File: src/rtl/alu_seq.sv
// Registered ALU with valid/ready handshakes, an NZCV status register and a
// multi-cycle shift-add multiplier.
module alu_seq #(
    parameter int unsigned WIDTH = 32,
    parameter int unsigned CNT_W = 6
) (
    input  logic             clk,
    input  logic             rst,
    input  logic             in_valid,
    output logic             in_ready,
    input  logic [3:0]       op,
    input  logic             s_bit,
    input  logic [WIDTH-1:0] in1,
    input  logic [WIDTH-1:0] in2,
    output logic             out_valid,
    input  logic             out_ready,
    output logic [WIDTH-1:0] result,
    output logic             out_err,
    output logic [3:0]       flags
);

    localparam logic [3:0] OP_MOV = 4'b0001;
    localparam logic [3:0] OP_MVN = 4'b1001;
    localparam logic [3:0] OP_ADD = 4'b0010;
    localparam logic [3:0] OP_ADC = 4'b0011;
    localparam logic [3:0] OP_SUB = 4'b0100;
    localparam logic [3:0] OP_SBC = 4'b0101;
    localparam logic [3:0] OP_AND = 4'b0110;
    localparam logic [3:0] OP_ORR = 4'b0111;
    localparam logic [3:0] OP_EOR = 4'b1000;
    localparam logic [3:0] OP_MUL = 4'b1010;

    typedef enum logic [1:0] {
        IDLE     = 2'd0,
        MUL_BUSY = 2'd1,
        DONE     = 2'd2
    } state_t;

    state_t           state, state_nx;
    logic [WIDTH-1:0] result_nx;
    logic             out_err_nx;
    logic [3:0]       flags_nx;
    logic [WIDTH-1:0] mcand, mcand_nx;
    logic [WIDTH-1:0] mplier, mplier_nx;
    logic [WIDTH-1:0] acc, acc_nx;
    logic [CNT_W-1:0] cnt, cnt_nx;
    logic             mul_s, mul_s_nx;

    logic             accept;
    logic [WIDTH-1:0] addend;
    logic             cin;
    logic [WIDTH:0]   sum;
    logic             v_ovf;
    logic [WIDTH-1:0] logic_res;

    assign in_ready  = (state == IDLE) || ((state == DONE) && out_ready);
    assign out_valid = (state == DONE);
    assign accept    = in_valid && in_ready;

    // Shared adder: subtraction is in1 + ~in2 + carry-in, carry-in from C for ADC/SBC
    always_comb begin
        addend = in2;
        cin    = 1'b0;
        case (op)
            OP_ADC: cin = flags[1];
            OP_SUB: begin
                addend = ~in2;
                cin    = 1'b1;
            end
            OP_SBC: begin
                addend = ~in2;
                cin    = flags[1];
            end
            default: ;
        endcase
        sum   = {1'b0, in1} + {1'b0, addend} + {{WIDTH{1'b0}}, cin};
        v_ovf = (in1[WIDTH-1] == addend[WIDTH-1]) && (sum[WIDTH-1] != in1[WIDTH-1]);
    end

    always_comb begin
        logic_res = in2;
        case (op)
            OP_MVN:  logic_res = ~in2;
            OP_AND:  logic_res = in1 & in2;
            OP_ORR:  logic_res = in1 | in2;
            OP_EOR:  logic_res = in1 ^ in2;
            default: ;
        endcase
    end

    // Next-state and datapath updates; an accepted request overrides the hold/step values
    always_comb begin
        state_nx   = state;
        result_nx  = result;
        out_err_nx = out_err;
        flags_nx   = flags;
        mcand_nx   = mcand;
        mplier_nx  = mplier;
        acc_nx     = acc;
        cnt_nx     = cnt;
        mul_s_nx   = mul_s;

        case (state)
            MUL_BUSY: begin
                acc_nx    = mplier[0] ? (acc + mcand) : acc;
                mcand_nx  = mcand << 1;
                mplier_nx = mplier >> 1;
                cnt_nx    = cnt + CNT_W'(1);
                if (cnt == CNT_W'(WIDTH - 1)) begin
                    state_nx   = DONE;
                    result_nx  = acc_nx;
                    out_err_nx = 1'b0;
                    if (mul_s) begin
                        flags_nx[3:2] = {acc_nx[WIDTH-1], (acc_nx == '0)};
                    end
                end
            end
            DONE: begin
                if (out_ready) begin
                    state_nx = IDLE;
                end
            end
            default: ;
        endcase

        if (accept) begin
            state_nx   = DONE;
            out_err_nx = 1'b0;
            case (op)
                OP_ADD, OP_ADC, OP_SUB, OP_SBC: begin
                    result_nx = sum[WIDTH-1:0];
                    if (s_bit) begin
                        flags_nx = {sum[WIDTH-1], (sum[WIDTH-1:0] == '0), sum[WIDTH], v_ovf};
                    end
                end
                OP_MOV, OP_MVN, OP_AND, OP_ORR, OP_EOR: begin
                    result_nx = logic_res;
                    if (s_bit) begin
                        flags_nx[3:2] = {logic_res[WIDTH-1], (logic_res == '0)};
                    end
                end
                OP_MUL: begin
                    state_nx  = MUL_BUSY;
                    cnt_nx    = '0;
                    mcand_nx  = in1;
                    mplier_nx = in2;
                    acc_nx    = '0;
                    mul_s_nx  = s_bit;
                end
                default: begin
                    result_nx  = '0;
                    out_err_nx = 1'b1;
                end
            endcase
        end
    end

    always_ff @(posedge clk) begin
        if (rst) begin
            state   <= IDLE;
            result  <= '0;
            out_err <= 1'b0;
            flags   <= 4'b0000;
            mcand   <= '0;
            mplier  <= '0;
            acc     <= '0;
            cnt     <= '0;
            mul_s   <= 1'b0;
        end else begin
            state   <= state_nx;
            result  <= result_nx;
            out_err <= out_err_nx;
            flags   <= flags_nx;
            mcand   <= mcand_nx;
            mplier  <= mplier_nx;
            acc     <= acc_nx;
            cnt     <= cnt_nx;
            mul_s   <= mul_s_nx;
        end
    end

endmodule

File: config.mk
export PLATFORM = sky130hd
export DESIGN_NAME = alu_seq
export DESIGN_NICKNAME = d
export VERILOG_FILES = /design/src/rtl/alu_seq.sv
export SDC_FILE = /design/constraint.sdc
export NUM_CORES = 1
export LEC_CHECK = 0
export CORE_MARGIN = 5
export CORE_UTILIZATION = 35
export DETAILED_ROUTE_END_ITERATION = 8
export SETUP_SLACK_MARGIN = 0.1
export SLEW_MARGIN = 5
export SYNTH_ARGS = -nofsm -noshare
export SYNTH_HDL_FRONTEND = slang
export SYNTH_SLANG_ARGS = --single-unit
File: constraint.sdc
create_clock -name clk -period 6 [get_ports clk]
set_input_delay 1.5 -clock clk [delete_from_list [all_inputs] [get_ports clk]]
set_output_delay 1.5 -clock clk [all_outputs]
set_load 0.1 [all_outputs]
* Word level (Yosys, flattened, before mapping) *
Cells that the tools add are included.

storage, ports and cells
  register bits after elaboration = 142
  input port bits = 73
  logic and storage cells = 92

operators by class
  muxes and demuxes = 37
  reduce and logical (&&, ||, !) cells = 20
  equal/unequal tests = 17
  $add $sub $neg = 4
  bitwise logic cells = 4

operators by type and width
  cell                                            number
  2-to-1 mux 32 bit                               14
  case mux 32 bit (4 select lines)                1
  logical NOT 32 bit                              3
  case mux 32 bit (3 select lines)                1
  adder 32 x 32 -> 33 bit                         1
  adder 33 x 1 -> 33 bit                          1
  adder 32 bit                                    1
  AND 32 bit                                      1
  NOT 32 bit                                      1
  OR 32 bit                                       1
  bitwise XOR 32 bit                              1
  2-to-1 mux 2 bit                                9
  2-to-1 mux 6 bit                                3
  == test 4 x 3 -> 1 bit (second input constant)  4
  == test 4 bit (second input constant)           3
  OR reduction 10 bit                             1
  == test 4 x 2 -> 1 bit (second input constant)  2
  2-to-1 mux 4 bit                                2
  case mux 2 bit (2 select lines)                 2
  adder 6 x 1 -> 6 bit (second input constant)    1
  == test 6 x 5 -> 1 bit (second input constant)  1
  AND reduction 3 bit                             2
  OR reduction 5 bit                              1
  == test 4 x 1 -> 1 bit (second input constant)  1
  other kinds (16)                                24

* Logic depth before layout (Yosys ltp) *
Gate-level depths: netlist of run 1.

  word-level depth = 10
  mapped depth = 19
  depth with buffers taken out = 17

* Least setup slack after synthesis of run 1 *
No wires, ideal clock.

  path kind = input-to-reg
  start = input port op[1]
  end = register flags[2]
  setup time = 0.059 ns
  stages = 19
  setup slack = 0.110 ns
  data required time = 5.940 ns
  path buffers = 3
  arrival = 5.831 ns
  cell sequence = clkbuf_1 xor2_1 nor2b_1 clkbuf_1 clkbuf_1 nand2_1 fa_1 fa_1 nand2b_1 a21oi_1 o21a_1 nor2_1 o31a_1 a22oi_1 xor2_1 or4_1 or4_1 nand2_1 a41o_1

between the ends
  longest elaborated chain between the ends = 9
  elaborated cells between the ends (all ways) = 24
  those cells by class = add/sub (2); eq/ne (9); mux (7); reduce/logical (6)

RTL lines
  element                              line     text
  from (decl)                          11       input logic [3:0] op,
  == test 4 x 3 -> 1 bit               64, 129
  OR reduction 2 bit (no line)         --
  2-to-1 mux 32 bit                    --
  adder 32 x 32 -> 33 bit              76       sum = {1'b0, in1} + {1'b0, addend} + {{WIDTH{1'b0}}, cin};
  adder 33 x 1 -> 33 bit               76
  logical NOT 32 bit                   133      flags_nx = {sum[WIDTH-1], (sum[WIDTH-1:0] == '0), sum[WIDTH], v_ovf};
  2-to-1 mux 4 bit                     132      if (s_bit) begin
  case mux 2 bit (2 select lines) (*)  129      case (op)
  2-to-1 mux 4 bit (*)                 126      if (accept) begin
  to (signal assigned)                 173      flags <= flags_nx;
  to (decl)                            19       output logic [3:0] flags

Mark *: on every way between the ends. The rest lies on a longest branch, timed or not.
A chain may end at the register's enable or synchronous reset.

* Final worst setup path of run 1 *
Ends and elaborated chain as after synthesis.

==> results of run 1 <==
[cells by family (layout without fill, tap and decap cells)]
group                    Yosys count  after routing  synth area share, %
flip-flops                       142            142                22.49
multiplexers                      30             30                2.435
XOR/XNOR                          89             89                6.167
AND/OR/NAND/NOR                  672            672                23.12
adder cells (fa/ha/maj)          130            130                13.05
AO/OA/AOI/OAI                    512            512                26.80
buffers and inverters            198            292                5.939
[layout make-up]
| class | instances | area [um^2] |
|---|---|---|
| Timing Repair Buffer | 176 | 1594 |
| Sequential cell | 142 | 2844 |
| Fill cell | 3654 | 20630 |
| Tap cell | 461 | 576.8 |
| Clock inverter | 14 | 151.4 |
| Clock buffer | 18 | 439.2 |
| Multi-Input combinational cell | 1433 | 9102 |
| Inverter | 84 | 315.3 |
[critical path, stage by stage]
cell and delay, ns:
clkdlybuf4s50_1 0.63, xor2_1 0.24, nor2b_2 0.20, nand2_1 0.10
fa_1 0.46, fa_1 0.45, nand2b_1 0.18, a21oi_1 0.20
o21a_1 0.20, nor2_1 0.08, o31a_1 0.32, a22oi_1 0.22
xor2_1 0.14, or4_1 0.52, or4_1 0.48, nand2_1 0.11
a41o_1 0.10
[per-stage QoR]
step	setup WS (ns)	setup TNS [ns]
floorplan	0.1099	0
detailed placement	-0.1258	-0.1258
global placement	-0.06966	-0.06966
finish	0.2768	0
CTS	0.3171	0
global route	0.1019	0
[worst min-delay path by stage]
stage,startpoint,end,slack [ns],cells past startpoint
after detailed placement,mplier[31],mplier[31],0.46,2
final,mplier[31],mplier[31],0.47,2
after CTS,mplier[31],mplier[31],0.47,2
after global placement,mplier[31],mplier[31],0.46,2
after floorplan,mplier[31],mplier[31],0.45,2
after global routing,mplier[9],mplier[8],0.50,2
[layout by cell type, fill, tap and decap left out, drive strengths merged, types with 12 or more instances in the layout]
master / count
nor2: 307
nand2: 218
a21oi: 172
dfxtp: 142
ha: 127
clkdlybuf4s50: 109
inv: 91
xnor2: 70
buf: 67
a311oi: 64
o21ai: 64
a211oi: 41
a31oi: 32
mux2i: 24
nor3: 24
nand3: 21
a22oi: 21
a21o: 20
xor2: 19
clkbuf: 18
nand4: 15
nor4: 12
nand2b: 12
nor2b: 12
[power by group]
| part | switching [mW] | internal [mW] | total [mW] |
|---|---|---|---|
| clock | 0.525 | 0.599 | 1.12 |
| sequential | 0.0269 | 0.973 | 1.00 |
| combinational | 0.649 | 0.360 | 1.01 |
| total | 1.20 | 1.93 | 3.13 |
[sequential cells by signal, indices dropped and copies added (netlist names)]
name     cells
cnt          6
out_err      1
result      32
flags        4
mul_s        1
state        2
acc         32
mplier      32
mcand       32
[routing by layer]
| metal | vias up | track usage (%) |
|---|---|---|
| met4 | 0 | 5.987 |
| met2 | 450 | 37.72 |
| li1 | 6477 | - |
| met1 | 6218 | 33.80 |
| met5 | - | 0 |
| met3 | 52 | 3.894 |
==> qor.txt, run 1 <==
Peak supply drop - 0.0002213 V
Core area - 0.03566 mm^2
First-pass GRT wire length - 73810 um
CP Launch Type - input port
DRT iter0 DRCs - 1155
Worst-skew pair later-pin latency - 0.45 ns
H-tree Lvls - 4
Largest area contributor in the netlist - dfxtp_1
Max-slew violation count - 0
Via count - 13200
Clk pin slew, worst setup/hold paths - 0.08 ns
Max cap viols - 0
Top post-synthesis cells by count - nor2_1, nand2_1, a21oi_1
Worst setup path end - flags[2]
Top post-synthesis cells by area - dfxtp_1, ha_1, nor2_1
RR Startpoint - state[0]
Gr ovfl total - 0
Register area share after synthesis - 22.49%
Power Density - 208.6 mW/mm^2
Endpoints failing setup - 0
Dpl hpwl - 36960 um
Vias in the first global route - 12580
Synthesized instance count - 1773
R2r endpoint - flags[2]
Final Power - 3.133 mW
Type of the worst setup path - in2reg
Ys flop type - dfxtp_1
CTS tree - done
Post-CTS Hold Buffers - 0
Overall global routing resource usage - 23.78%
CP Data Required Time - 6.40 ns
Reg2Reg Depth - 12
Worst min-delay path category - reg2reg
Setup Fix Bufs, Post-CTS - 0
# rows - 69
Crit. Startpoint - op[1]
CTS max path bufs - 2
Post-route antenna net violation count - 0
Wire length on met1 - 22180 um
Syn Nets - 1976
Yosys warnings - 0
Ports - 112
Inserted Diodes - 0
Sink Count - 142
Final Non-Filler Cells - 2328
Synth top area share - 22.49%
Tmin final - 5.723 ns
Crit. End Element - register
Skew final - 0.01135 ns
Worst-path fanout max - 6
DR pass1 iterations - 5
WL/cell - 20.66 um
GP Congestion - 0.9433
Initial antenna violation count - 0
Fmax - 174.7 MHz
Nets@finish - 2057
Final clock period utilization by the worst path - 95.39%
Reg2reg setup slack - 1.66 ns
Root Driver - clkbuf_16
Area delta synth->final - 18.85%
IO Port Bufs - 111
Initial Utilization - 35.45%
Most numerous cell in the Yosys netlist - nor2_1
Post-synth EDFFs - 0
Design Area, Final - 0.01502 mm^2
Num CTS Buffers - 17
Max Used Layer - met4
Netlist cell types - 80
Placed cell area - 0.01443 mm^2
Fraction of layout cells with a size suffix above 1 - 7.284%
Die height - 200.0 um
P_leak - 5.850 nW
Unrepaired setup endpoints after global routing - false
Worst slew margin - 30.74%
Asr flop ratio synth - 0%
WL final - 48110 um
Worst-Margin Slew - 1.036 ns
Cts repair resizes - 0
#FFs+latches synth - 142
Chip width - 200.0 um
CP Data Arrival Time - 6.12 ns
Routed met2 length - 21610 um
Largest net degree at the start of global routing - 89
# DRC - 0
Drt via density - 5.669
Outcome - complete, no violations
Met3 wire length - 3214 um
Die area - 0.04002 mm^2
Placed insts - 2296
Hold Worst Slack - 0.4710 ns
Avg Inst Size Synth - 7.130 um^2
Final core area utilization - 42.13%
Cell Area, Synth - 0.01264 mm^2
Hold Violations, Final - 0
Power figures use the tool's default switching activity.
==> inputs of run 2 (changes only) <==
--- a/config.mk
+++ b/config.mk
@@ -5,6 +5,7 @@
 export SDC_FILE = /design/constraint.sdc
 export NUM_CORES = 1
 export LEC_CHECK = 0
+export CORE_ASPECT_RATIO = 1.75
 export CORE_MARGIN = 5
 export CORE_UTILIZATION = 35
 export DETAILED_ROUTE_END_ITERATION = 8
==> qor.txt, run 2 (synthesized netlist as in run 1, its figures left out) <==
Outcome - complete, no violations (unchanged)
Cts repair resizes - 0 (unchanged)
GP Congestion - 1.059 (was 0.9433)
Reg2reg setup slack - 1.74 ns (was 1.66 ns)
Fmax - 178.5 MHz (was 174.7 MHz)
DR pass1 iterations - 6 (was 5)
Max cap viols - 0 (unchanged)
# rows - 92 (was 69)
Root Driver - clkbuf_16 (unchanged)
Setup TNS - 0 ns (unchanged)
Initial Utilization - 35.20% (was 35.45%)
Peak supply drop - 0.0001980 V (was 0.0002213 V)
Area delta synth->final - 18.65% (was 18.85%)
Slowest cell on crit path - clkdlybuf4s50_1 (unchanged)
Fillcell total - 3782 (was 3654)
Endpoints failing setup - 0 (unchanged)
RR Startpoint - flags[1] (was state[0])
Crit. Startpoint - op[2] (was op[1])
Worst setup margin - 0.3989 ns (was 0.2768 ns)
Design Area, Final - 0.01500 mm^2 (was 0.01502 mm^2)
Hold Violations, Final - 0 (unchanged)
Final clock period utilization by the worst path - 93.35% (was 95.39%)
Placed cell area - 0.01443 mm^2 (about the same)
Via count - 13400 (was 13200)
Tmin final - 5.601 ns (was 5.723 ns)
Skew final - 0.009625 ns (was 0.01135 ns)
Worst setup path end - flags[2] (unchanged)
# DRC - 0 (unchanged)
Post-route antenna net violation count - 0 (unchanged)
CTS tree - done (unchanged)
H-tree Lvls - 4 (unchanged)
DRT iter0 DRCs - 917 (was 1155)
Fraction of layout cells with a size suffix above 1 - 6.978% (was 7.284%)
Final core area utilization - 41.76% (was 42.13%)
Setup Fix Bufs, Post-CTS - 0 (unchanged)
Pre-CTS WS - -0.04930 ns (was -0.1258 ns)
CP Data Required Time - 6.39 ns (was 6.40 ns)
R2r endpoint - flags[2] (unchanged)
Worst min-delay path category - reg2reg (unchanged)
Type of the worst setup path - in2reg (unchanged)
Reg2Reg Depth - 15 (was 12)
Worst-path fanout max - 3 (was 6)
Dpl hpwl - 38950 um (was 36960 um)
Drt via density - 5.741 (was 5.669)
WL/cell - 21.20 um (was 20.66 um)
Crit. End Element - register (unchanged)
P_leak - 5.827 nW (was 5.850 nW)
Gr ovfl total - 0 (unchanged)
Num CTS Buffers - 17 (unchanged)
Worst slew margin - 16.22% (was 30.74%)
Worst-Margin Slew - 1.257 ns (was 1.036 ns)
Largest net degree at the start of global routing - 91 (was 89)
Max-slew violation count - 0 (unchanged)
CP cell instances - clkdlybuf4s50_1 -> inv_1 -> nor3_2 -> mux2_2 -> nand2_1 -> fa_1 -> fa_1 -> nand2b_1 -> a21oi_1 -> o21a_1 -> nor2_1 -> o31a_1 -> a22oi_1 -> xor2_1 -> or4_1 -> or4_1 -> nand2_1 -> a41o_1 (was clkdlybuf4s50_1 -> xor2_1 -> nor2b_2 -> nand2_1 -> fa_1 -> fa_1 -> nand2b_1 -> a21oi_1 -> o21a_1 -> nor2_1 -> o31a_1 -> a22oi_1 -> xor2_1 -> or4_1 -> or4_1 -> nand2_1 -> a41o_1)
Sink Count - 142 (unchanged)
Die area - 0.04017 mm^2 (was 0.04002 mm^2)
Chip width - 153.7 um (was 200.0 um)
IO Port Bufs - 111 (unchanged)
Most common cell after layout, fill and taps aside - nor2_1 (unchanged)
Worst-skew pair later-pin latency - 0.45 ns (about the same)
Nets@finish - 2053 (was 2057)
Ports - 112 (unchanged)
Initial antenna violation count - 1 (was 0)
Most frequent cells in the layout - nor2_1, nand2_1, a21oi_1 (unchanged)
CP Launch Type - input port (unchanged)
Clk pin slew, worst setup/hold paths - 0.06 ns (was 0.08 ns)
Slowest Stage Delay on Critical Path - 0.51 ns (was 0.63 ns)
Power Density - 205.4 mW/mm^2 (was 208.6 mW/mm^2)
Overall global routing resource usage - 24.06% (was 23.78%)
Post-CTS Hold Buffers - 0 (unchanged)
First-pass GRT wire length - 75500 um (was 73810 um)
Unrepaired setup endpoints after global routing - false (unchanged)
CTS max path bufs - 2 (unchanged)
Die height - 261.4 um (was 200.0 um)
WL final - 49490 um (was 48110 um)
CP Data Arrival Time - 5.99 ns (was 6.12 ns)
Core area - 0.03591 mm^2 (was 0.03566 mm^2)
Vias in the first global route - 13160 (was 12580)
==> run 2: changes by cell type in the layout (fill, tap and decap cells not counted), moves of 2 or more <==
cell	before	now
inv_8	3	0
inv_6	4	2
clkinv_2	1	3
buf_12	0	2
buf_4	67	61
clkinv_4	1	3
==> run 2: where the power goes <==
part           total [mW]  leakage (nW)  switching, mW  internal, mW
Combinational        1.01          4.40          0.650         0.357
Sequential           1.00          1.15         0.0280         0.974
Clock                1.07         0.273          0.478         0.594
Total                3.08          5.83           1.16          1.93
==> run 2: layout make-up <==
| class | count | area (um^2) | area share, % |
|---|---|---|---|
| multi-input combinational | 1433 | 9091 | 60.62 |
| sequential | 142 | 2844 | 18.96 |
| timing repair buffer | 172 | 1589 | 10.59 |
| tap | 470 | 588.1 | 3.921 |
| clock buffer | 20 | 456.7 | 3.045 |
| inverter | 84 | 315.3 | 2.102 |
| clock inverter | 12 | 111.4 | 0.7425 |
| antenna | 1 | 2.502 | 0.01668 |
==> run 2: worst min path at each step <==
stage,start,end,slack (ns),cells past startpoint
finish,acc[25],acc[25],0.47,2
global route,mplier[7],mplier[7],0.50,2
CTS,acc[25],acc[25],0.48,2
detailed placement,acc[25],acc[25],0.47,2
global placement,mplier[31],mplier[31],0.46,2
floorplan,mplier[31],mplier[31],0.45,2
==> run 2: critical path: cells and delay by family <==
| kind | cells | cell delay, ns |
|---|---|---|
| and+or+nand+nor | 7 | 1.63 |
| AOI/OAI and AO/OA | 5 | 1.01 |
| adders and majority gates | 2 | 0.92 |
| buffers and inverters | 2 | 0.60 |
| muxes | 1 | 0.19 |
| xor gates and xnor gates | 1 | 0.14 |
==> run 2: metal layers <==
layer  global-route usage (%)  up-vias  part of all wire [%]
li1                         -     6463                     -
met5                        0        -                     0
met1                    24.96     6394                    37
met2                    44.56      398                    52
met3                    2.927      144                   3.9
met4                    16.84        0                   8.0
==> run 2: through the flow <==
| step | power, mW | hold slack [ns] | cells |
|---|---|---|---|
| after CTS | 3.088 | 0.4781 | 2333 |
| after floorplan | 1.652 | 0.4481 | 1773 |
| after global placement | 2.012 | 0.4582 | 2301 |
| final | 3.081 | 0.4742 | 2334 |
| after detailed placement | 2.018 | 0.4692 | 2301 |
| after global routing | 3.213 | 0.4963 | 2334 |
==> inputs of run 3 (changes only) <==
--- a/config.mk
+++ b/config.mk
@@ -9,6 +9,7 @@
 export CORE_MARGIN = 5
 export CORE_UTILIZATION = 35
 export DETAILED_ROUTE_END_ITERATION = 8
+export REMOVE_ABC_BUFFERS = 1
 export SETUP_SLACK_MARGIN = 0.1
 export SLEW_MARGIN = 5
 export SYNTH_ARGS = -nofsm -noshare
==> qor.txt, run 3 (synthesized netlist as in run 1, its figures left out) <==
Chip width - 153.7 um (unchanged)
Setup Fix Bufs, Post-CTS - 0 (unchanged)
Final Power - 3.157 mW (was 3.081 mW)
Worst-Margin Slew - 0.9940 ns (was 1.257 ns)
P_leak - 5.872 nW (was 5.827 nW)
Overall global routing resource usage - 22.95% (was 24.06%)
# rows - 92 (unchanged)
CP Data Arrival Time - 5.93 ns (was 5.99 ns)
Die height - 261.4 um (unchanged)
Gr ovfl total - 0 (unchanged)
Worst slew margin - 33.73% (was 16.22%)
RR Startpoint - mcand[0] (was flags[1])
Type of the worst setup path - in2reg (unchanged)
Crit. End Element - register (unchanged)
WL/cell - 20.37 um (was 21.20 um)
Sink Count - 142 (unchanged)
Ports - 112 (unchanged)
GP Congestion - 0.9586 (was 1.059)
IO Port Bufs - 111 (unchanged)
Inserted Diodes - 0 (was 1)
Worst min-delay path category - reg2reg (unchanged)
DR pass1 iterations - 6 (unchanged)
Worst-skew pair later-pin latency - 0.45 ns (about the same)
Via count - 13270 (was 13400)
WL final - 47620 um (was 49490 um)
Worst setup path end - flags[2] (unchanged)
Post-CTS Hold Buffers - 0 (unchanged)
Most common cell after layout, fill and taps aside - nor2_1 (unchanged)
Nets@finish - 2059 (was 2053)
Reg2Reg Depth - 14 (was 15)
Clk pin slew, worst setup/hold paths - 0.07 ns (was 0.06 ns)
Drt via density - 5.676 (was 5.741)
Num CTS Buffers - 17 (unchanged)
Largest net degree at the start of global routing - 80 (was 91)
Tmin final - 5.534 ns (was 5.601 ns)
Die area - 0.04017 mm^2 (unchanged)
Post-route antenna net violation count - 0 (unchanged)
Power Density - 209.4 mW/mm^2 (was 205.4 mW/mm^2)
CP Data Required Time - 6.39 ns (about the same)
Area delta synth->final - 19.25% (was 18.65%)
Endpoints failing setup - 0 (unchanged)
R2r endpoint - flags[2] (unchanged)
Cts repair resizes - 0 (unchanged)
# DRC - 0 (unchanged)
Initial Utilization - 35.20% (unchanged)
Outcome - complete, no violations (unchanged)
Vias in the first global route - 12780 (was 13160)
Peak supply drop - 0.0002060 V (was 0.0001980 V)
Initial antenna violation count - 0 (was 1)
Skew final - 0.008426 ns (was 0.009625 ns)
Max cap viols - 0 (unchanged)
Dpl hpwl - 36820 um (was 38950 um)
H-tree Lvls - 4 (unchanged)
Reg2reg setup slack - 1.82 ns (was 1.74 ns)
Root Driver - clkbuf_16 (unchanged)
CP Launch Type - input port (unchanged)
Worst-path fanout max - 5 (was 3)
Core area - 0.03591 mm^2 (unchanged)
Fmax - 180.7 MHz (was 178.5 MHz)
Unrepaired setup endpoints after global routing - false (unchanged)
CTS tree - done (unchanged)
Final core area utilization - 41.97% (was 41.76%)
Most frequent cells in the layout - nor2_1, nand2_1, a21oi_1 (unchanged)
Final clock period utilization by the worst path - 92.24% (was 93.35%)
CTS max path bufs - 2 (unchanged)
Hold Violations, Final - 0 (unchanged)
First-pass GRT wire length - 72700 um (was 75500 um)
DRT iter0 DRCs - 909 (was 917)
Max-slew violation count - 0 (unchanged)
Crit. Startpoint - op[1] (was op[2])
Fraction of layout cells with a size suffix above 1 - 7.227% (was 6.978%)
-- run 3: cell type report --
| type | instances | area, um^2 |
|---|---|---|
| timing repair buffer | 178 | 1634 |
| inverter | 84 | 315.3 |
| tap | 470 | 588.1 |
| clock buffer | 19 | 442.9 |
| sequential | 142 | 2844 |
| fill | 3706 | 20840 |
| clock inverter | 12 | 158.9 |
| multi-input combinational | 1433 | 9091 |
-- run 3: report_power, final --
group / leakage, nW / total, mW / internal [mW] / switching, mW
clock network: 0.291 / 1.14 / 0.667 / 0.478
registers: 1.15 / 1.00 / 0.974 / 0.0291
logic: 4.43 / 1.01 / 0.366 / 0.644
total: 5.87 / 3.16 / 2.01 / 1.15
-- run 3: worst min path at each step --
stage                          start    endpoint  cells after the start
after floorplan           mplier[31]  mplier[31]                      2
after global placement        cnt[1]      cnt[1]                      2
after detailed placement   mplier[1]   mplier[0]                      2
after CTS                  mplier[1]   mplier[0]                      2
after global routing       mplier[1]   mplier[0]                      2
final                      mplier[1]   mplier[0]                      2
-- run 3: metrics by stage --
step                setup slack, ns  instance area [um^2]  cells  hold WS (ns)  TNS [ns]
floorplan                    -2.484                 12210   1659        0.4421    -96.05
global placement             0.1016                 14470   2307        0.4623         0
detailed placement          0.05483                 14470   2307        0.4628         0
CTS                          0.5158                 15070   2338        0.4717         0
global route                 0.1803                 15070   2338        0.4930         0
finish                       0.4658                 15070   2338        0.4675         0
-- run 3: metal layers --
layer | GRT usage (%) | share of wire (%)
met1 | 24.82 | 39
met2 | 43.10 | 52
met3 | 2.993 | 3.5
met4 | 12.13 | 5.5
met5 | 0 | 0
-- run 3: critical path: stages --
cell and delay (ns):
clkdlybuf4s50_1 0.62, xor2_1 0.21, nor2b_2 0.18, nand2_1 0.08, fa_1 0.44, fa_1 0.44, nand2b_1 0.18, a21oi_1 0.18
o21a_1 0.17, nor2_1 0.07, o31a_1 0.32, a22oi_1 0.22, xor2_1 0.13, or4_1 0.53, or4_1 0.47, nand2_1 0.10
a41o_1 0.09
